===== config.mk =====
export PLATFORM = sky130hd
export DESIGN_NAME = alu_srca_issue
export DESIGN_NICKNAME = d
export VERILOG_FILES = /design/src/rtl/alu_srca_pkg.sv /design/src/rtl/srca_negate.sv /design/src/rtl/alu_srca_issue.sv
export SDC_FILE = /design/constraint.sdc
export NUM_CORES = 1
export LEC_CHECK = 0
export ABC_AREA = 1
export CORE_ASPECT_RATIO = 1.2
export CORE_UTILIZATION = 54
export CTS_BUF_LIST = sky130_fd_sc_hd__clkbuf_4 sky130_fd_sc_hd__clkbuf_8
export DETAILED_ROUTE_END_ITERATION = 10
export PLACE_DENSITY = 0.89
export SKIP_LAST_GASP = 1
export SLEW_MARGIN = 20
export SYNTH_ARGS = -nofsm -noshare
export SYNTH_HDL_FRONTEND = slang
export SYNTH_SLANG_ARGS = --single-unit

===== constraint.sdc =====
create_clock -name CLK -period 3.3 [get_ports CLK]
set_clock_uncertainty 0.05 [all_clocks]
set_input_delay 0.66 -clock CLK [delete_from_list [all_inputs] [get_ports CLK]]
set_output_delay 0.66 -clock CLK [all_outputs]
set_load 0.05 [all_outputs]

===== src/rtl/alu_srca_pkg.sv =====
`default_nettype none
// ============================================================================
// Module   : alu_srca_pkg
// Brief    : Shared types and constants for the ALU source-A issue block.
// Revision : 1.0 - initial release
// ============================================================================
package alu_srca_pkg;

    localparam int SRCA_WIDTH = 8;

    typedef enum logic [1:0] {
        SRCA_ONE       = 2'b00,
        SRCA_MINUS_ONE = 2'b01,
        SRCA_PASS      = 2'b10,
        SRCA_NEG       = 2'b11
    } srca_sel_t;

    typedef enum logic [1:0] {
        IDLE  = 2'b00,
        PREP  = 2'b01,
        ISSUE = 2'b10,
        DONE  = 2'b11
    } srca_state_t;

endpackage
`default_nettype wire


===== src/rtl/srca_negate.sv =====
`default_nettype none
// ============================================================================
// Module   : srca_negate
// Brief    : Registered two's-complement negation with load enable.
// Revision : 1.0 - initial release
// ============================================================================
module srca_negate #(
    parameter int WIDTH = 8
) (
    input  logic             clk,
    input  logic             rst,
    input  logic             i_load,
    input  logic [WIDTH-1:0] i_data,
    output logic [WIDTH-1:0] o_neg
);

    logic [WIDTH-1:0] r_neg;

    // Truncation is intentional: the most negative value negates to itself.
    always_ff @(posedge clk or posedge rst) begin
        if (rst) begin
            r_neg <= '0;
        end else if (i_load) begin
            r_neg <= ~i_data + WIDTH'(1);
        end
    end

    assign o_neg = r_neg;

endmodule
`default_nettype wire


===== src/rtl/alu_srca_issue.sv =====
`default_nettype none
// ============================================================================
// Module   : alu_srca_issue
// Brief    : Issues a latched source-A select/operand to the ALU for a
//            programmed number of handshaked beats.
//            Optional macro SRCA_ISSUE_BYPASS_EN skips PREP for ops 00/01/10.
// Revision : 1.0 - initial release
// ============================================================================
module alu_srca_issue
    import alu_srca_pkg::*;
#(
    parameter int WIDTH = SRCA_WIDTH,
    parameter int CNT_W = 4
) (
    input  logic             CLK,
    input  logic             reset,
    input  logic             req_valid,
    output logic             req_ready,
    input  logic [1:0]       req_op,
    input  logic [WIDTH-1:0] req_data,
    input  logic [CNT_W-1:0] req_count,
    output logic [1:0]       Sel_SrcA,
    output logic [WIDTH-1:0] inputA,
    output logic [WIDTH-1:0] neg_inputA,
    output logic             issue_valid,
    input  logic             issue_ready,
    output logic             done
);

    srca_state_t      r_state;
    srca_sel_t        r_sel;
    logic [WIDTH-1:0] r_inputA;
    logic [CNT_W-1:0] r_remaining;
    logic             r_issueValid;
    logic             r_done;
    logic             r_reqReady;

    logic             w_accept;
    logic             w_skipPrep;
    logic             w_negLoad;
    logic [WIDTH-1:0] w_negIn;

    assign w_accept = (r_state == IDLE) && req_valid;

`ifdef SRCA_ISSUE_BYPASS_EN
    assign w_skipPrep = (srca_sel_t'(req_op) != SRCA_NEG);
`else
    assign w_skipPrep = 1'b0;
`endif

    // Bypassed ops negate straight from the request so the value is ready
    // on the first issued beat; otherwise PREP negates the latched operand.
    assign w_negLoad = (w_accept && w_skipPrep) || (r_state == PREP);
    assign w_negIn   = (r_state == IDLE) ? req_data : r_inputA;

    srca_negate #(
        .WIDTH (WIDTH)
    ) u_negate (
        .clk    (CLK),
        .rst    (reset),
        .i_load (w_negLoad),
        .i_data (w_negIn),
        .o_neg  (neg_inputA)
    );

    always_ff @(posedge CLK or posedge reset) begin
        if (reset) begin
            r_state      <= IDLE;
            r_sel        <= SRCA_ONE;
            r_inputA     <= '0;
            r_remaining  <= '0;
            r_issueValid <= 1'b0;
            r_done       <= 1'b0;
            r_reqReady   <= 1'b1;
        end else begin
            r_done <= 1'b0;
            case (r_state)
                IDLE: begin
                    if (req_valid) begin
                        r_sel       <= srca_sel_t'(req_op);
                        r_inputA    <= req_data;
                        r_remaining <= req_count;
                        r_reqReady  <= 1'b0;
                        if (req_count == '0) begin
                            r_state <= DONE;
                            r_done  <= 1'b1;
                        end else if (w_skipPrep) begin
                            r_state      <= ISSUE;
                            r_issueValid <= 1'b1;
                        end else begin
                            r_state <= PREP;
                        end
                    end
                end
                PREP: begin
                    r_state      <= ISSUE;
                    r_issueValid <= 1'b1;
                end
                ISSUE: begin
                    if (issue_ready && (r_remaining != '0)) begin
                        r_remaining <= r_remaining - CNT_W'(1);
                        if (r_remaining == CNT_W'(1)) begin
                            r_state      <= DONE;
                            r_issueValid <= 1'b0;
                            r_done       <= 1'b1;
                        end
                    end
                end
                DONE: begin
                    r_state    <= IDLE;
                    r_reqReady <= 1'b1;
                end
                default: begin
                    r_state <= IDLE;
                end
            endcase
        end
    end

    assign req_ready   = r_reqReady;
    assign Sel_SrcA    = r_sel;
    assign inputA      = r_inputA;
    assign issue_valid = r_issueValid;
    assign done        = r_done;

endmodule
`default_nettype wire


Word-level counts from Yosys, hierarchy flattened --
Cells that the tools add are included.
Cells by class: equality and inequality tests 7, bitwise operators 1, multiplexer cells 19, add/subtract/negate cells 2, reductions and logical operators 12
Operator list (number):
- $reduce_and 3->1 | 3
- $add 8x1->8 const B | 1
- $mux 2 | 4
- $mux 4 | 2
- $mux 8 | 1
- $not 8->8 | 1
- $pmux 2 s4 | 1
- $pmux 4 s2 | 1
- $mux 1 | 7
- $ne 2x2->1 const B | 3
- $pmux 1 s2 | 3
- $reduce_bool 2->1 | 3
- $eq 2x2->1 const B | 2
- $eq 4x1->1 const B | 1
- $logic_not 4->1 | 1
- $reduce_and 2->1 | 2
- $reduce_bool 4->1 | 1
- $sub 4x1->4 const B | 1
- $eq 2x1->1 const B | 1
- $logic_not 2->1 | 1
- $logic_and 1x1->1 | 1
Word-level totals: logic and storage cells 49, register bits 27

Depth between registers and ports, before layout --
Gate-level depths: netlist (run 1).
word-level depth 4, gate-level depth with buffers 14

Hierarchy --
From an unflattened synthesis (run 1), not the netlist that was laid out.
Unflattened totals: cell total of the unflattened synthesis 210, area, all modules 1585.3 µm²
By module, submodules not included:
- alu_srca_issue | seq. area each 476.7 µm², area an instance 1127.3 µm², instances 1, cells each 145
- srca_negate | seq. area each 200.2 µm², area an instance 457.9 µm², instances 1, cells each 65

Least setup slack after synthesis (run 1) --
Ideal clock, no wire load.
kind register -> register, from register r_state[0], to register u_negate.r_neg[6], in the netlist u_negate.o_neg[6], arrival 1.626 ns, clock period less this slack 1.794 ns, path slack 1.506 ns, required time 3.132 ns, stages on the path, launching flop included 14, cell sequence dfrtp_1 inv_1 ha_1 inv_2 buf_6 o21ai_2 inv_1 ha_1 nand2_2 nor2_2 nand2_1 nand2_1 nand3_1 nand2_1
Between the ends: word-level cells in the longest chain between the ends 4, elaborated cells between the ends (all ways) 5
Ends and longest elaborated chain:
- start, declared | line alu_srca_issue.sv:30 | srca_state_t r_state;
- start signal, assigned | line alu_srca_issue.sv:68 | r_state <= IDLE;
- start signal, assigned | line alu_srca_issue.sv:85 | r_state <= DONE;
- start signal, assigned | line alu_srca_issue.sv:88 | r_state <= ISSUE;
- $logic_not 2->1 | line alu_srca_issue.sv:54 | assign w_negIn = (r_state == IDLE) ? req_data : r_inputA;
- $mux 8 | line alu_srca_issue.sv:54
- $not 8->8 | line srca_negate.sv:24 | r_neg <= ~i_data + WIDTH'(1);
- $add 8x1->8 | line srca_negate.sv:24
- end signal, assigned | line srca_negate.sv:24
- end, declared | line srca_negate.sv:17 | logic [WIDTH-1:0] r_neg;
Several ways; a longest one is shown, not always the timed one. A chain may end at the register's enable or synchronous reset.

Worst setup path after layout (run 1) --
from register r_reqReady, in the netlist req_ready, to output port req_ready
RTL lines:
- start, declared | line alu_srca_issue.sv:36 | logic r_reqReady;
- start signal, assigned | line alu_srca_issue.sv:74 | r_reqReady <= 1'b1;
- start signal, assigned | line alu_srca_issue.sv:83 | r_reqReady <= 1'b0;
- start signal, assigned | line alu_srca_issue.sv:111 | r_reqReady <= 1'b1;
- end, declared | line alu_srca_issue.sv:18 | output logic req_ready,
No word-level cell between the ends.

==> results of run 1 <==
==> power by group <==
| group | internal, mW | leakage (nW) | switching (mW) |
|---|---|---|---|
| Clock | 0.0556 | 0.0184 | 0.0976 |
| Sequential | 0.490 | 0.328 | 0.101 |
| Combinational | 0.488 | 0.649 | 1.01 |
==> cell usage after synthesis <==
library cell	instances	share of area (%)
mux2_2	2	1.5
nor2_2	2	0.81
xnor2_1	1	0.56
dfrtp_1	26	42
o21ai_0	21	6.8
clkbuf_1	2	0.48
inv_1	31	7.5
a21oi_1	1	0.32
nand3_1	9	2.9
buf_6	3	2.2
nand2_2	6	2.4
a21boi_0	1	0.48
nand2_1	66	16
nand2_4	3	2.2
inv_2	1	0.24
o21ai_1	2	0.65
nor2_1	10	2.4
nor2_4	2	1.5
nand4_1	1	0.40
dfstp_2	1	1.7
o21ai_2	2	1.1
o22ai_1	1	0.40
ha_1	7	5.6
==> layout by cell type, fill, tap and decap left out <==
cell,count
a21boi_0,1
a21oi_1,1
buf_4,1
clkbuf_4,4
clkdlybuf4s50_1,38
dfrtp_1,26
dfstp_2,1
ha_1,7
inv_1,31
inv_2,1
mux2_2,2
nand2_1,66
nand2_2,6
nand2_4,3
nand3_1,9
nand4_1,1
nor2_1,10
nor2_2,2
nor2_4,2
o21ai_0,21
o21ai_1,2
o21ai_2,2
o22ai_1,1
xnor2_1,1
==> sequential cells by signal, summed over array words and instances, names as in the netlist <==
signal,flops
Sel_SrcA,2
issue_valid,1
req_ready,1
r_remaining,4
r_state,2
done,1
inputA,8
u_negate.o_neg,8
==> cell type report <==
| class | instances | area [µm²] | area share [%] |
|---|---|---|---|
| Inverter | 32 | 120.1 | 6.099 |
| Timing Repair Buffer | 39 | 387.9 | 19.70 |
| Multi-Input combinational cell | 137 | 713.2 | 36.21 |
| Sequential cell | 27 | 676.9 | 34.37 |
| Tap cell | 33 | 41.29 | 2.097 |
| Clock buffer | 4 | 30.03 | 1.525 |
==> worst paths after layout <==
check | endpoint | slack, ps | start
setup / recovery | req_ready | 910 | req_ready
max in group asynchronous | req_ready | 2290 | reset
hold / removal | u_negate.o_neg[1] | 440 | u_negate.o_neg[1]
hold reg to reg | u_negate.o_neg[1] | 440 | u_negate.o_neg[1]
setup reg to reg | u_negate.o_neg[6] | 1120 | r_state[1]
min in group asynchronous | u_negate.o_neg[1] | 620 | reset
==> logic make-up after synthesis <==
logic type | after synthesis | synth area share, %
xor gates and xnor gates | 1 | 0.5646
DFF | 27 | 43.63
and+or+nand+nor | 99 | 28.55
muxes | 2 | 1.452
buffers and inverters | 37 | 10.40
adders and majority gates | 7 | 5.645
AOI/OAI and AO/OA | 28 | 9.758
==> per-layer routing <==
metal | vias up | track usage [%] | part of all wire [%]
met5 | - | 0 | 0
met4 | 0 | 7.937 | 1.1
met3 | 4 | 2.256 | 3.2
met2 | 33 | 48.12 | 54
met1 | 664 | 25.76 | 42
li1 | 692 | - | -
==> metrics.md, run 1 <==
| Metric | Value |
|---|---|
| Startpoint Class | flip-flop |
| All-Layer GR Usage | 23.87% |
| CP cell instances | clkdlybuf4s50_1 |
| Hold Path Depth | 2 |
| Core area | 2628 µm² |
| Mean number of vias per cell | 5.121 |
| Fin. Hold Viols | 0 |
| Max_cap viols | 0 |
| First-pass GRT wire length | 5.540 mm |
| Fraction of layout cells with a size suffix above 1 | 10.04% |
| Area after DPL | 1939 µm² |
| Slew margin rel. | 62.58% |
| LEAKAGE | 0.9957 nW |
| Slew Viols, Final | 0 |
| Syn Std Cell Area | 1551 µm² |
| WP data arrival | 1680 ps |
| Die Ht | 60.72 µm |
| Setup bufs post-CTS | 0 |
| P&R area growth vs syn | 26.94% |
| Final net count | 265 |
| Worst EP required | 2590 ps |
| DR DRC count | 0 |
| Crit path buffers/inverters | 1 |
| Critical path's largest stage delay | 800 ps |
| Max H-tree Level | 1 |
| Critical path depth in cells | 1 |
| Post-route ant nets | 0 |
| P per Cell Area | 1137 nW/µm² |
| Clock Latency Late Sink | 330 ps |
| Top delay family on crit path | buffers and inverters |
| ANT cells | 0 |
| Slack of the critical path | 906.4 ps |
| Std cell rows | 20 |
| CP Class | reg -> out |
| Synth Instances | 201 |
| Final hold slack | 441.9 ps |
| Number of clock sinks | 27 |
| Synth Warn # | 0 |
| Pre-CTS setup slack | 1094 ps |
| Worst-Margin Slew | 559.9 ps |
| Drt pass-1 iters | 6 |
| Filler cells | 214 |
| # setup viols final | 0 |
| Port bufs | 38 |
| Period utilization | 72.53% |
| Max Fclk | 417.8 MHz |
| Vias in the first global route | 1393 |
| Initial antenna violation count | 0 |
| Die width | 50.93 µm |
| Reg clk slew, reported paths | 140 ps |
| DRT Wirelength | 3.169 mm |
| Final TNS setup | 0 ps |
| Routed length per instance | 11.65 µm |
| CTS tree | yes |
| Fin util | 74.95% |
| Fin area | 1969 µm² |
| Setup crit end kind | primary output |
| TritonCTS buffer count | 3 |
| RSZ-0062 raised after global routing | no |
| Post-DP HPWL | 2.505 mm |
| Vias | 1393 |
| R2r worst-path depth | 12 |
| Largest net degree at the start of global routing | 28 |
| Avg Cell Area, Syn | 7.719 µm² |
| Final Non-Filler Cells | 272 |
| CP max FO | 2 |
| Clk root buf | clkbuf_4 |
| Power, Total | 2.239 mW |
| Slowest-stage cell, CP | clkdlybuf4s50_1 |
| Register area share after synthesis | 43.63% |
| Min-Delay Path Class | reg -> reg |
| Clock buffer depth | 2 |
| Synth unique cells | 23 |
| DP Cell Count | 268 |
| Status | finished clean |
| GP Congestion | 0.7952 |
| Synth Register Bits | 27 |
| Initial drt markers | 45 |
| IO Pins | 39 |
| Minimum clock period after layout | 2394 ps |
| DIE AREA | 3092 µm² |
| Cts hold-fix bufs | 0 |
| Overflow after GRT | 0 |
| Post-Syn Nets | 226 |
| Maximum VDD drop | 788.3 µV |
| Post-CTS resize count | 0 |
| Starting Density | 59.05% |
Note: power is estimated with default switching activity, not from simulation.
==> run 2: changes to the inputs <==
--- a/config.mk
+++ b/config.mk
@@ -7,10 +7,10 @@
 export LEC_CHECK = 0
 export ABC_AREA = 1
 export CORE_ASPECT_RATIO = 1.2
-export CORE_UTILIZATION = 54
+export CORE_UTILIZATION = 51
 export CTS_BUF_LIST = sky130_fd_sc_hd__clkbuf_4 sky130_fd_sc_hd__clkbuf_8
 export DETAILED_ROUTE_END_ITERATION = 10
-export PLACE_DENSITY = 0.89
+export PLACE_DENSITY = 0.85
 export SKIP_LAST_GASP = 1
 export SLEW_MARGIN = 20
 export SYNTH_ARGS = -nofsm -noshare
==> constraint.sdc (replaced) <==
create_clock -name CLK -period 2.29 [get_ports CLK]
set_clock_uncertainty 0.05 [all_clocks]
set_input_delay 0.458 -clock CLK [delete_from_list [all_inputs] [get_ports CLK]]
set_output_delay 0.458 -clock CLK [all_outputs]
set_load 0.05 [all_outputs]
==> run 2 against run 1 <==
  * Sequential power is 43% higher
  * Routed wire length is 0.19% higher
  * Cell count is 1.1% higher
  * Die area is 5.7% higher
  * Worst setup slack worse by 800 ps
  * Count of clock-buffer cells in the layout stayed put
  * Register-to-register slack worse by 760 ps
  * Via count is 0.36% higher
  * Global-route usage is 0.55 points lower
  * Combinational power is 45% higher
  * Hold slack worse by 25 ps
  * Utilization is 5.0 points lower
  * Critical endpoint unchanged
  * Largest cell class unchanged
==> metrics.md, run 2 (synthesis results as in run 1) <==
| Metric | Value |
|---|---|
| Setup crit end kind | primary output |
| TritonCTS buffer count | 3 |
| Clock buffer depth | 2 |
| Status | finished clean |
| Slew margin rel. | 65.94% |
| First-pass GRT wire length | 5.789 mm |
| Final TNS setup | 0 ps |
| DRT Wirelength | 3.175 mm |
| Net Sw Frac | 53.67% |
| Initial antenna violation count | 0 |
| Worst-Margin Slew | 509.2 ps |
| Cts hold-fix bufs | 0 |
| Clk root buf | clkbuf_4 |
| Die width | 52.35 µm |
| Minimum clock period after layout | 2183 ps |
| Most frequent cells in the layout | 66 x nand2_1, 38 x clkdlybuf4s50_1, 31 x inv_1 |
| ANT cells | 0 |
| DR DRC count | 0 |
| Most common cell after layout, fill and taps aside | nand2_1 |
| Mean number of vias per cell | 5.084 |
| Die Ht | 62.42 µm |
| Slowest-stage cell, CP | clkdlybuf4s50_1 |
| Slew Viols, Final | 0 |
| Combinational Power Share | 67.1% |
| Routed length per instance | 11.55 µm |
| Clock network power share | 6.9% |
| Min-Delay Path Class | in -> async |
| Setup bufs post-CTS | 0 |
| Number of clock sinks | 27 |
| Sequential share of power | 26.0% |
| Vias in the first global route | 1372 |
| Max_cap viols | 0 |
| Critical path's largest stage delay | 790 ps |
| Core area | 2838 µm² |
| LEAKAGE | 1.005 nW |
| Max H-tree Level | 1 |
| # setup viols final | 0 |
| Clock Latency Late Sink | 330 ps |
| Final net count | 267 |
| Post-route ant nets | 0 |
| Std cell rows | 21 |
| CP max FO | 2 |
| Switching pwr | 1.743 mW |
| Reg clk slew, reported paths | 140 ps |
| CP cell instances | clkdlybuf4s50_1 |
| Power, Total | 3.247 mW |
| Top delay family on crit path | buffers and inverters |
| Maximum VDD drop | 983.0 µV |
| Worst EP required | 1780 ps |
| P per Cell Area | 1635 nW/µm² |
| Largest net degree at the start of global routing | 28 |
| Vias | 1398 |
| Drt pass-1 iters | 4 |
| Fin util | 69.97% |
| CP Class | reg -> out |
| Post-CTS resize count | 0 |
| Starting Density | 54.67% |
| All-Layer GR Usage | 23.33% |
| Port bufs | 38 |
| WP data arrival | 1680 ps |
| P_int | 1.504 mW |
| Crit path buffers/inverters | 1 |
| Startpoint Class | flip-flop |
| Fraction of layout cells with a size suffix above 1 | 10.79% |
| GP Congestion | 0.8196 |
| P&R area growth vs syn | 27.98% |
| Period utilization | 95.34% |
| Initial drt markers | 37 |
| DIE AREA | 3268 µm² |
| Overflow after GRT | 0 |
| RSZ-0062 raised after global routing | no |
| CTS tree | yes |
| Max Fclk | 458.0 MHz |
| IO Pins | 39 |
| Post-DP HPWL | 2.429 mm |
| Fin. Hold Viols | 0 |
## run 2: changes by cell type in the layout (fill, tap and decap cells not counted), sizes merged
cell  change
buf       +2
## run 2: metrics by stage
step           setup WS (ps)  hold slack (ps)  area, µm²  std cells
2_1_floorplan          496.3            439.4       1551        201
3_5_place_dp           255.4            408.0       1956        271
5_1_grt                57.93            458.7       1986        275
6_report               106.7            416.5       1986        275
4_1_cts                96.90            426.7       1986        275
3_3_place_gp           326.4            408.1       1956        271
## run 2: final timing paths
check / start / endpoint / slack (ps) / cells after the start
worst max-delay path: req_ready / req_ready / 110 / 1
worst min register to register: u_negate.o_neg[1] / u_negate.o_neg[1] / 440 / 2
worst max register to register: r_state[0] / u_negate.o_neg[6] / 360 / 13
max in group asynchronous: reset / req_ready / 1480 / 3
worst min-delay path: reset / done / 420 / 3
min in group CLK: u_negate.o_neg[1] / u_negate.o_neg[1] / 440 / 2
## run 2: cell type report
class / instances / area [µm²]
Sequential cell: 27 / 676.9
Fill cell: 234 / 852.1
Multi-Input combinational cell: 137 / 713.2
Tap cell: 34 / 42.54
Inverter: 32 / 120.1
Timing Repair Buffer: 41 / 402.9
Clock buffer: 4 / 30.03
## run 2: power groups by stage
stage | Sequential (mW) | Clock [mW] | Combinational [mW]
after floorplan | 1.42 | 0 | 1.06
after global placement | 0.850 | 0 | 2.13
after detailed placement | 0.856 | 0 | 2.18
after CTS | 0.843 | 0.226 | 2.19
after global routing | 0.873 | 0.258 | 2.42
final | 0.845 | 0.223 | 2.18
## run 2: metal layers
| metal | global-route usage, % | share of wire (%) | vias to the layer above |
|---|---|---|---|
| li1 | - | - | 698 |
| met1 | 28.68 | 43 | 657 |
| met2 | 39.24 | 51 | 33 |
| met3 | 2.920 | 2.8 | 10 |
| met4 | 10.86 | 3.0 | 0 |
| met5 | 0 | 0 | - |
==> run 3: changes to the inputs <==
--- a/config.mk
+++ b/config.mk
@@ -9,6 +9,7 @@
 export CORE_ASPECT_RATIO = 1.2
 export CORE_UTILIZATION = 51
 export CTS_BUF_LIST = sky130_fd_sc_hd__clkbuf_4 sky130_fd_sc_hd__clkbuf_8
+export CTS_CLUSTER_SIZE = 24
 export DETAILED_ROUTE_END_ITERATION = 10
 export PLACE_DENSITY = 0.85
 export SKIP_LAST_GASP = 1
==> results of run 3 <==
No change in the layout: final DEF, timing and power equal those of run 2.
